$ cat config.mk
export PLATFORM = sky130hd
export DESIGN_NAME = sram_access_sched
export DESIGN_NICKNAME = d
export VERILOG_FILES = /design/src/rtl/sram_access_sched.sv
export SDC_FILE = /design/constraint.sdc
export NUM_CORES = 1
export LEC_CHECK = 0
export CORE_UTILIZATION = 44
export CTS_BUF_LIST = sky130_fd_sc_hd__clkbuf_16
export CTS_CLUSTER_DIAMETER = 200
export DETAILED_ROUTE_END_ITERATION = 7
export GPL_ROUTABILITY_DRIVEN = 0
export HOLD_SLACK_MARGIN = 0.15
export PLACE_DENSITY = 0.85
export SETUP_SLACK_MARGIN = 0.15
export SLEW_MARGIN = 25
export SYNTH_ARGS = -nofsm -noshare
export SYNTH_HDL_FRONTEND = slang
export SYNTH_SLANG_ARGS = --single-unit
$ cat constraint.sdc
create_clock -name clk -period 2.9 [get_ports clk]
set_input_delay 0.58 -clock clk [delete_from_list [all_inputs] [get_ports clk]]
set_output_delay 0.58 -clock clk [all_outputs]
set_load 0.02 [all_outputs]
$ cat src/rtl/sram_access_sched.sv
// Round-robin two-port scheduler in front of the data_ram SRAM controller.
// Holds one command on write_en for ACC_CYCLES cycles, then a turnaround cycle.
//   state  | meaning
//   IDLE   | bus idle, arbitrating, ready may assert
//   ACCESS | command held on write_en, counter running
//   TURN   | bus turnaround, done pulse to the winner
module sram_access_sched #(
    parameter int ADDR_W     = 20,
    parameter int DATA_W     = 16,
    parameter int ACC_CYCLES = 2
) (
    input  logic              clk,
    input  logic              rst_n,
    input  logic              req0_valid,
    input  logic              req0_we,
    input  logic [ADDR_W-1:0] req0_addr,
    input  logic [DATA_W-1:0] req0_wdata,
    output logic              req0_ready,
    output logic              req0_done,
    output logic [DATA_W-1:0] req0_rdata,
    input  logic              req1_valid,
    input  logic              req1_we,
    input  logic [ADDR_W-1:0] req1_addr,
    input  logic [DATA_W-1:0] req1_wdata,
    output logic              req1_ready,
    output logic              req1_done,
    output logic [DATA_W-1:0] req1_rdata,
    output logic [1:0]        write_en,
    output logic [ADDR_W-1:0] address,
    output logic [DATA_W-1:0] data_in,
    input  logic [DATA_W-1:0] data_out
);

    typedef enum logic [1:0] {IDLE, ACCESS, TURN} state_t;

    localparam logic [1:0] WE_WR    = 2'b11;
    localparam logic [1:0] WE_RD    = 2'b00;
    localparam logic [1:0] WE_IDLE  = 2'b01;
    localparam logic [3:0] CNT_LAST = 4'(ACC_CYCLES - 1);

    state_t     state, state_nxt;
    logic [3:0] cnt;
    logic       last;
    logic       port;
    logic       gnt0, gnt1;

    always_comb begin
        gnt0      = 1'b0;
        gnt1      = 1'b0;
        state_nxt = state;
        case (state)
            IDLE: begin
                // last==1 means port 1 won most recently, so a tie goes to port 0
                if (req0_valid && req1_valid) begin
                    gnt0 = last;
                    gnt1 = !last;
                end else begin
                    gnt0 = req0_valid;
                    gnt1 = req1_valid;
                end
                if (gnt0 || gnt1) state_nxt = ACCESS;
            end
            ACCESS: if (cnt == CNT_LAST) state_nxt = TURN;
            TURN:   state_nxt = IDLE;
            default: state_nxt = IDLE;
        endcase
    end

    assign req0_ready = gnt0;
    assign req1_ready = gnt1;

    always_ff @(posedge clk or negedge rst_n) begin
        if (!rst_n) begin
            state      <= IDLE;
            write_en   <= WE_IDLE;
            address    <= '0;
            data_in    <= '0;
            req0_done  <= 1'b0;
            req1_done  <= 1'b0;
            req0_rdata <= '0;
            req1_rdata <= '0;
            last       <= 1'b1;
            cnt        <= '0;
            port       <= 1'b0;
        end else begin
            state <= state_nxt;
            case (state)
                IDLE: begin
                    if (gnt0 || gnt1) begin
                        port     <= gnt1;
                        last     <= gnt1;
                        cnt      <= '0;
                        write_en <= (gnt1 ? req1_we : req0_we) ? WE_WR : WE_RD;
                        address  <= gnt1 ? req1_addr : req0_addr;
                        data_in  <= gnt1 ? req1_wdata : req0_wdata;
                    end
                end
                ACCESS: begin
                    cnt <= cnt + 4'd1;
                    if (cnt == CNT_LAST) begin
                        write_en <= WE_IDLE;
                        if (write_en == WE_RD) begin
                            if (port) req1_rdata <= data_out;
                            else      req0_rdata <= data_out;
                        end
                        if (port) req1_done <= 1'b1;
                        else      req0_done <= 1'b1;
                    end
                end
                TURN: begin
                    req0_done <= 1'b0;
                    req1_done <= 1'b0;
                end
                default: ;
            endcase
        end
    end

endmodule

==> metrics.md <==
| Metric | Value |
|---|---|
| Outcome | completed |
| Largest fanout on the critical path | 2 |
| Post-Synth Adder-Cell Area | 0.00698 |
| Area delta synth->final | 58.1% |
| Reg2reg path depth | 5 |
| Critical path's top delay family | buffers and inverters |
| Ys flop type | dfrtp_1 |
| Drt drc | 0 |
| Synth Area in XOR/XNOR | 0.00244 |
| Setup TNS | 0 ps |
| DP Area | about 5400 um^2 |
| Most frequent cells after synthesis | dfrtp_1 (78), o21ai_0 (63), mux2i_1 (38) |
| Final setup fails | 0 |
| Starting Density | 0.459 |
| Syn. warnings | 0 |
| Most frequent CP cell | clkdlybuf4s50_1 |
| Die height | 92.2 um |
| Most numerous cell in the Yosys netlist | dfrtp_1 |
| Worst VDD drop | approximately 550 uV |
| Reg clk slew, reported paths | roughly 60 ps |
| Die area | approximately 8500 um^2 |
| Fin crit share | 0.887 |
| Worst-case clock buffer depth | 2 |
| CP Data Required Time | 2320 ps |
| RSZ-0062 raised after global routing | no |
| Critical path buffers and inverters | 2 |
| Wire per inst | 15.9 um |
| Crit path from | req1_valid |
| Static Leak | 0.00246 uW |
| Critical path arrival | 1990 ps |
| Reg2reg start | cnt[1]$_DFFE_PN0P_ |
| H-tree Lvls | 3 |
| Post-synthesis mux area share | 0.228 |
| CP Capture Type | output port |
| Met3 wire length | around 870 um |
| Final Cell Area | around 5700 um^2 |
| Initial drt markers | 96 |
| Syn Nets | 380 |
| Crit path max-delay cell type | clkdlybuf4s50_1 |
| Synth Area in Compound Gates | 0.133 |
| Final Max Tran Viols | 0 |
| # nets final | approximately 550 |
| Worst slew pin tran | slightly above 700 ps |
| Max-Cap Viols | 0 |
| Row count | 32 |
| Clock buffer count from CTS | 9 |
| Number of global-route vias before repair | 2936 |
| Routed Antenna Nets | 0 |
| Top Ports | 168 |
| Cells after synthesis | approximately 280 |
| Seq/Total Area, Yosys | 0.559 |
| Gr ovfl total | 0 |
| Highest Signal Layer | met4 |
| Share of Yosys cell area claimed by the top area cell type | 0.545 |
| Max stage delay on crit path | ~610 ps |
| Post-synth EDFFs | 0 |
| Number of port buffers | 167 |
| Clock Tree Root | clkbuf_16 |
| Total Wirelength | 8870 um |
| Worst Skew | between 4 and 5 ps |
| Setup bufs post-CTS | 0 |
| Pwr dens | roughly 1100 nW/um^2 |
| Min Tclk post-route | about 2600 ps |
| TritonCTS clock tree | done |
| R2R Setup Slk | ~1000 ps |
| Cells after DPL | around 540 |
| First-pass GRT wire length | around 14000 um |
| Startpoint types | input port |
| Largest cells by area after synthesis | dfrtp_1 (54%), mux2i_1 (11%), o21ai_0 (8.8%) |
| Min-delay worst type | input port to asynchronous set/reset pin |
| Worst path cell trace | clkdlybuf4s50_1 > a21boi_4 > and2_1 > clkdlybuf4s50_1 |
| Worst-Skew Late Latency | approximately 320 ps |
| Non-filler cells, final | about 560 |
| Worst r2r dst | req1_rdata[15]$_DFFE_PN0P_ |
| Simple-Gate Fraction of Synth Area | 0.0422 |
| Metal2 WL | roughly 4200 um |
| Via density | between 5 and 6 |
| Syn avg cell area | between 10 and 15 um^2 |
| Worst hold margin | 273 ps |
| First drt pass iteration count | 5 |
| CTS sink cnt | 80 |
| Yosys reg bits | 80 |
| Core box area | approximately 7800 um^2 |
| Synthesized cell area | approximately 3600 um^2 |
| Initial antenna violation count | 0 |
| Layout cell share with drive strength beyond 1 | 0.136 |
| Main combinational cell family by area after synthesis | multiplexers |
| Largest area contributor in the netlist | dfrtp_1 |
| Rel. slew slack | 0.520 |
| Die W | 92.2 um |
| Total GRT Usage | 0.216 |
| Worst setup path class | input port to output port |
| Unique masters post-synth | 36 |
| # diodes | 0 |
| Max frequency | slightly below 0.4 GHz |
| Largest net degree at the start of global routing | a little over 80 |
| Final hold viol count | 0 |
| Via count | approximately 2.9k |
| WL met1 | ~3700 um |
| DP HPWL | between 6000 and 7000 um |
| Ys async rst share | 1.00 |
==> layout make-up <==
cell class                      instances  area [um^2]
Timing Repair Buffer                  174         1730
Tap cell                              102          128
Inverter                                3         11.3
Sequential cell                        80         2000
Multi-Input combinational cell        183         1500
Clock inverter                          7         71.3
Clock buffer                            9          225
Fill cell                             539         2140
==> power breakdown <==
part | switching, uW | total (uW) | internal (uW)
Sequential | 333 | 2020 | 1680
Combinational | 1530 | 3080 | 1550
Clock | 432 | 1100 | 666
Total | 2290 | 6200 | 3900
==> placed cells by master, fill, tap and decap left out, types with 2 or more instances in the layout <==
cell / count
ha_1: 2
a21oi_1: 2
buf_4: 7
o21ai_0: 63
mux2_1: 2
dfrtp_1: 78
clkinvlp_4: 2
nand2_1: 4
o21ai_1: 14
mux2_4: 20
dfstp_2: 2
mux2_2: 10
o22ai_1: 2
inv_1: 3
mux2i_1: 38
clkbuf_16: 9
nor2_1: 3
clkdlybuf4s50_1: 165
nand2b_1: 2
nor2_2: 2
==> cell families after synthesis <==
logic type / Yosys count
compound gates: 90
xor+xnor: 1
fa+ha+maj: 2
buf+inv: 21
flops: 80
mux: 70
simple gates: 20
==> how the worst max path moves through the flow <==
stage                 end  slack [ps]  cells past startpoint
2_1_floorplan  req1_ready        1000                      3
3_3_place_gp   req0_ready         290                      4
3_5_place_dp   req0_ready         210                      4
4_1_cts        req0_ready         190                      4
5_1_grt        req0_ready         240                      4
6_report       req1_ready         330                      4
==> metrics by stage <==
stage | power (uW) | setup slack (ps) | util
after floorplan | 3640 | 1000 | -
after global placement | 5020 | 286 | 0.687
after detailed placement | 5120 | 208 | 0.687
after CTS | 6240 | 193 | 0.725
after global routing | 6540 | 236 | 0.726
final | 6200 | 328 | 0.726
==> repair_timing <==
item / 4_1_cts / 5_1_grt
setup endpoints to repair: 0 / 1
hold buffers: 0 / 0
endpoints found under the hold margin: 0 / 0
resized for setup: 0 / 2
==> sequential cells by signal, summed over array words and instances (netlist names) <==
name        flops
last            1
port            1
req1_rdata     16
req0_rdata     16
cnt             4
req1_done       1
req0_done       1
data_in        16
write_en        2
state           2
address        20
==> per-layer routing <==
layer | track usage | vias to the layer above
li1 | - | 1363
met1 | 0.272 | 1434
met2 | 0.351 | 138
met3 | 0.0796 | 5
met4 | 0.0573 | 0
met5 | 0 | -
No activity file was read; power rests on OpenSTA's default activity.
